[src/rtl/zl_fifo_sync_pkg.sv]
// Shared definitions for the zl_fifo_sync block: width helper and drop-counter width.
package zl_fifo_sync_pkg;

    localparam int unsigned DROP_CNT_W = 16;

    // Ceiling log2; clog2(1) = 0, clog2(17) = 5.
    function automatic int unsigned clog2(input int unsigned value);
        int unsigned v;
        int unsigned r;
        v = (value > 0) ? value - 1 : 0;
        r = 0;
        while (v > 0) begin
            r = r + 1;
            v = v >> 1;
        end
        return r;
    endfunction

endpackage

[src/rtl/zl_sdp_ram.sv]
// Simple dual-port storage: synchronous write, asynchronous read of a registered address.
module zl_sdp_ram
    import zl_fifo_sync_pkg::*;
#(
    parameter int unsigned Data_width = 8,
    parameter int unsigned Addr_width = 4
) (
    input  logic                  clk,
    input  logic                  we,
    input  logic [Addr_width-1:0] wr_addr,
    input  logic [Data_width-1:0] wr_data,
    input  logic [Addr_width-1:0] rd_addr,
    output logic [Data_width-1:0] rd_data
);

    localparam int unsigned DEPTH = 1 << Addr_width;

    logic [Data_width-1:0] mem [DEPTH];

    // Write port; contents are intentionally never reset.
    always_ff @(posedge clk) begin
        if (we) begin
            mem[wr_addr] <= wr_data;
        end
    end

    // Read port: rd_addr comes straight from a register in the parent.
    assign rd_data = mem[rd_addr];

endmodule

[src/rtl/zl_fifo_sync.sv]
// Synchronous showahead FIFO with req/ack handshakes, backpressure or drop-when-full.
module zl_fifo_sync
    import zl_fifo_sync_pkg::*;
#(
    parameter int unsigned Data_width   = 8,
    parameter int unsigned Addr_width   = 4,
    parameter int unsigned Afull_level  = (1 << Addr_width) - 2,
    parameter int unsigned Aempty_level = 2,
    parameter int unsigned Drop_mode    = 0
) (
    input  logic                  clk,
    input  logic                  rst,
    input  logic                  flush,
    input  logic                  in_req,
    output logic                  in_ack,
    input  logic [Data_width-1:0] in_data,
    output logic                  out_req,
    input  logic                  out_ack,
    output logic [Data_width-1:0] out_data,
    output logic [Addr_width:0]   used,
    output logic                  full,
    output logic                  empty,
    output logic                  almost_full,
    output logic                  almost_empty,
    output logic [DROP_CNT_W-1:0] drop_cnt
);

    localparam int unsigned DEPTH = 1 << Addr_width;
    // One extra bit over the address distinguishes full from empty.
    localparam int unsigned PTR_W = clog2(DEPTH + 1);

    if (Afull_level > DEPTH || Aempty_level >= DEPTH) begin : g_bad_levels
        $error("zl_fifo_sync: Afull_level/Aempty_level out of range for depth");
    end

    logic [PTR_W-1:0] wr_ptr;
    logic [PTR_W-1:0] rd_ptr;
    logic             wr_en;
    logic             rd_en;
    logic             drop;

    // Status flags derived purely from the registered pointers.
    assign empty        = (wr_ptr == rd_ptr);
    assign full         = (wr_ptr[PTR_W-1] != rd_ptr[PTR_W-1]) &&
                          (wr_ptr[PTR_W-2:0] == rd_ptr[PTR_W-2:0]);
    assign used         = wr_ptr - rd_ptr;
    assign almost_full  = (32'(used) >= Afull_level);
    assign almost_empty = (32'(used) <= Aempty_level);
    assign out_req      = !empty;

    // Handshake and transfer qualification; flush blocks any pointer movement.
    assign in_ack = !rst && in_req && ((Drop_mode != 0) || !full);
    assign wr_en  = in_ack && !full && !flush;
    assign rd_en  = out_req && out_ack && !flush;
    assign drop   = (Drop_mode != 0) && in_ack && full;

    // Pointer registers; rst and flush both return them to zero.
    always_ff @(posedge clk) begin
        if (rst || flush) begin
            wr_ptr <= '0;
            rd_ptr <= '0;
        end else begin
            if (wr_en) begin
                wr_ptr <= wr_ptr + PTR_W'(1);
            end
            if (rd_en) begin
                rd_ptr <= rd_ptr + PTR_W'(1);
            end
        end
    end

    // Saturating count of words discarded while full; survives flush.
    always_ff @(posedge clk) begin
        if (rst) begin
            drop_cnt <= '0;
        end else if (drop && (drop_cnt != '1)) begin
            drop_cnt <= drop_cnt + DROP_CNT_W'(1);
        end
    end

    zl_sdp_ram #(
        .Data_width (Data_width),
        .Addr_width (Addr_width)
    ) u_ram (
        .clk     (clk),
        .we      (wr_en),
        .wr_addr (wr_ptr[Addr_width-1:0]),
        .wr_data (in_data),
        .rd_addr (rd_ptr[Addr_width-1:0]),
        .rd_data (out_data)
    );

endmodule

[config.mk]
export PLATFORM = sky130hd
export DESIGN_NAME = zl_fifo_sync
export DESIGN_NICKNAME = d
export VERILOG_FILES = /design/src/rtl/zl_fifo_sync_pkg.sv /design/src/rtl/zl_sdp_ram.sv /design/src/rtl/zl_fifo_sync.sv
export SDC_FILE = /design/constraint.sdc
export NUM_CORES = 1
export LEC_CHECK = 0
export BUFFER_PORTS_ARGS = -buffer_cell sky130_fd_sc_hd__buf_2
export CAP_MARGIN = 20
export CORE_ASPECT_RATIO = 0.7
export CORE_MARGIN = 4
export CORE_UTILIZATION = 35
export CTS_BUF_LIST = sky130_fd_sc_hd__clkbuf_4 sky130_fd_sc_hd__clkbuf_8 sky130_fd_sc_hd__clkbuf_16
export DETAILED_ROUTE_END_ITERATION = 12
export PLACE_DENSITY = 0.49
export SLEW_MARGIN = 30
export SYNTH_ARGS = -nofsm -noshare
export SYNTH_HDL_FRONTEND = slang
export SYNTH_HIERARCHICAL = 1
export SYNTH_SLANG_ARGS = --single-unit
[constraint.sdc]
create_clock -name clk -period 6.89 [get_ports clk]
set_clock_uncertainty 0.15 [all_clocks]
set_input_delay 0.3445 -clock clk [delete_from_list [all_inputs] [get_ports clk]]
set_output_delay 0.3445 -clock clk [all_outputs]
set_load 0.005 [all_outputs]
==> reports/results.ini <==
[setup_path]
crit_family=simple AND/OR/NAND/NOR gates
max_stage_delay_ns=0.66
worst-endpoint-arrival_ns=3.18
critPathSlowestCell=nor2_1
crit_fanout=10
worstSetupPathType=reg -> reg
cp.required_ns=6.77
critPathCaptureType=flop
cp-start-kind=flop
critPathBufInv=1
crit_top_cell=nor2_1
worstPathCellList=inv_1 > ha_1 > nand4_1 > o21ai_2 > nor2_1 > or3b_2 > nor2_1

[power]
leakage_nw=2.22
ir_drop_uv=162
power.density_mw_per_mm2=280

[global_route]
grt_antenna_before_repair=0
grt_pass1_wl_mm=18.2
grt_pass1_vias=2901
grt_max_degree=36
grtUsageTotal=0.138
grt_overflow=0

[floorplanning]
dieWidth_um=161
start_util=0.364
row_count=38
die_h_um=115
die-area_mm2=0.0186
io_pins=48
core-area_mm2=0.0158

[clocking]
clock_path_buffers=2
post_cts_buffers=0
cts.htree.levels=4
clock-sinks=138
cts_buffers=17
clk_latency_ns=0.41
cts_root_buffer=clkbuf_16
path_clk_slew_ns=0.06
cts_tree=done
cts_hold_buf=0
cts_resized=0

[synth]
syn_inst=313
synthAdderAreaFrac=0.0165
synth_flop_cell=edfxtp_1
postSynth.asyncResetShare=0
syn_area_per_cell_um2=18.4
seq_area_frac_synth=0.702
syn_area_mm2=0.00576
synth_simple_gate_area_frac=0.0460
synth_top_area_frac=0.667
synthXorXnorAreaFrac=0.0165
synthMuxAreaShare=0.138
synth_compound_area_frac=0.0395
synth_edf_count=128
yosys-top-cells-area=edfxtp_1, mux4_2, mux4_1
synth_top_area_cell=edfxtp_1
yosys_warnings=6
yosys.cell_types.count=41
synth_seq_cells=138
synth_top_family_by_area=multiplexers

[timing]
finalCritPeriodShare=0.478
fin_crit_ns=3.30
worst_slew_pin_slew_ns=0.930
setup_slack_ns=3.59
setup_viol=0
rsz0062_at_grt=false
slew_headroom=0.377
maxSlewViolCount=0
max_freq_ghz=0.303
hold_viol=0
fin_setup_tns_ns=0

[detailed_routing]
drc=0
drt-total-wl_mm=12.3
vias=2919
first_iter_violations=279
drt_pass1_iterations=4
wl_per_cell_um=20.9
ant_nets=0
drt-vias-per-instance=4.96

[placement]
hpwl_mm=7.81
portBuffers=31
dp_slack_ns=3.61
placed_cells=557
gp_congestion=0.748
postPlaceCellArea_mm2=0.00608

[final_layout]
fillers=1425
diodes=0
design_area_mm2=0.00667
finalNonFillerCells=588
synthToLayoutAreaGrowth_pct=15.7
drive_gt1_frac=0.255
layout.nets=376

[hold_path]
min_path_type=in -> reg

[run_status]
status=finished clean

[flow_run]
cap_viol_max_count=0

[worst reg2reg max path: stages (launching register included)]
cell and delay, ns:
dfxtp_1 0.53, inv_1 0.14, ha_1 0.34, nand4_1 0.22
o21ai_2 0.13, nor2_1 0.22, or3b_2 0.53, nor2_1 0.66
[cell usage in the layout, fill, tap and decap left out, types with 7 or more instances in the layout]
cell and n:
a22oi_1 16, buf_2 31, clkbuf_16 17, conb_1 16, dfxtp_1 9, edfxtp_1 128, inv_1 7, mux4_1 14
mux4_2 18, nand2_1 11, nor2_1 21
[Yosys cell counts, types with 3 or more instances]
cell type	number
buf_6	3
nor3_1	4
mux4_2	18
inv_1	7
o21ai_0	3
buf_4	17
xnor2_1	3
dfxtp_1	10
o211ai_1	3
clkdlybuf4s25_2	3
nand2_1	11
edfxtp_1	128
mux4_1	14
a21oi_1	5
a22oi_1	16
ha_1	6
nor2_1	23
buf_2	3
or3_1	3
xor2_1	6
[sequential cells by signal, indices dropped and copies added (netlist names)]
name       cells
rd_ptr         5
u_ram/mem    128
wr_ptr         5
[area by class of cell]
| type | instances | area (µm²) | area share |
|---|---|---|---|
| Multi-Input combinational cell | 156 | 1550 | 0.232 |
| Inverter | 7 | 26.3 | 0.00394 |
| Tap cell | 220 | 275 | 0.0413 |
| Clock inverter | 10 | 126 | 0.0190 |
| Sequential cell | 138 | 4050 | 0.607 |
| Timing Repair Buffer | 36 | 193 | 0.0289 |
| Clock buffer | 21 | 455 | 0.0683 |
[stage by stage]
stage / utilization / power, mW / hold slack (ns)
after floorplan: - / 0.968 / 0.293
after global placement: 0.384 / 0.987 / 0.370
after detailed placement: 0.384 / 0.988 / 0.399
after CTS: 0.421 / 1.88 / 0.179
after global routing: 0.421 / 1.93 / 0.183
final: 0.421 / 1.87 / 0.188
[path summary, 6_finish.rpt]
check / start / cells after the start / slack [ns] / to
setup / recovery: wr_ptr[0] / 7 / 3.59 / u_ram/mem[1][1]
hold / removal: in_data[5] / 1 / 0.19 / u_ram/mem[7][5]
setup reg to reg: wr_ptr[0] / 7 / 3.59 / u_ram/mem[1][1]
hold reg to reg: rd_ptr[4] / 2 / 0.41 / rd_ptr[4]
[cell families (layout without fill, tap and decap cells)]
logic type / count (synthesis) / in the layout
compound gates: 33 / 33
fa+ha+maj: 7 / 7
other cells: 1 / 16
xor+xnor: 10 / 10
simple gates: 56 / 56
flops: 138 / 138
mux: 34 / 34
buf+inv: 34 / 74
[per-layer routing]
layer,part of all wire,up-vias,wire length (µm),GRT usage
met4,0.011,0,131,0.0494
met3,0.055,15,677,0.0358
met2,0.45,73,5560,0.199
met5,0,-,0,0
li1,-,1311,-,-
met1,0.48,1520,5950,0.203
[power by group]
part	leakage (nW)	switching, mW	internal, mW
Combinational	0.692	0.0328	0.0179
Sequential	1.23	0.00186	0.918
Clock	0.292	0.318	0.577
Power figures use the tool's default switching activity.
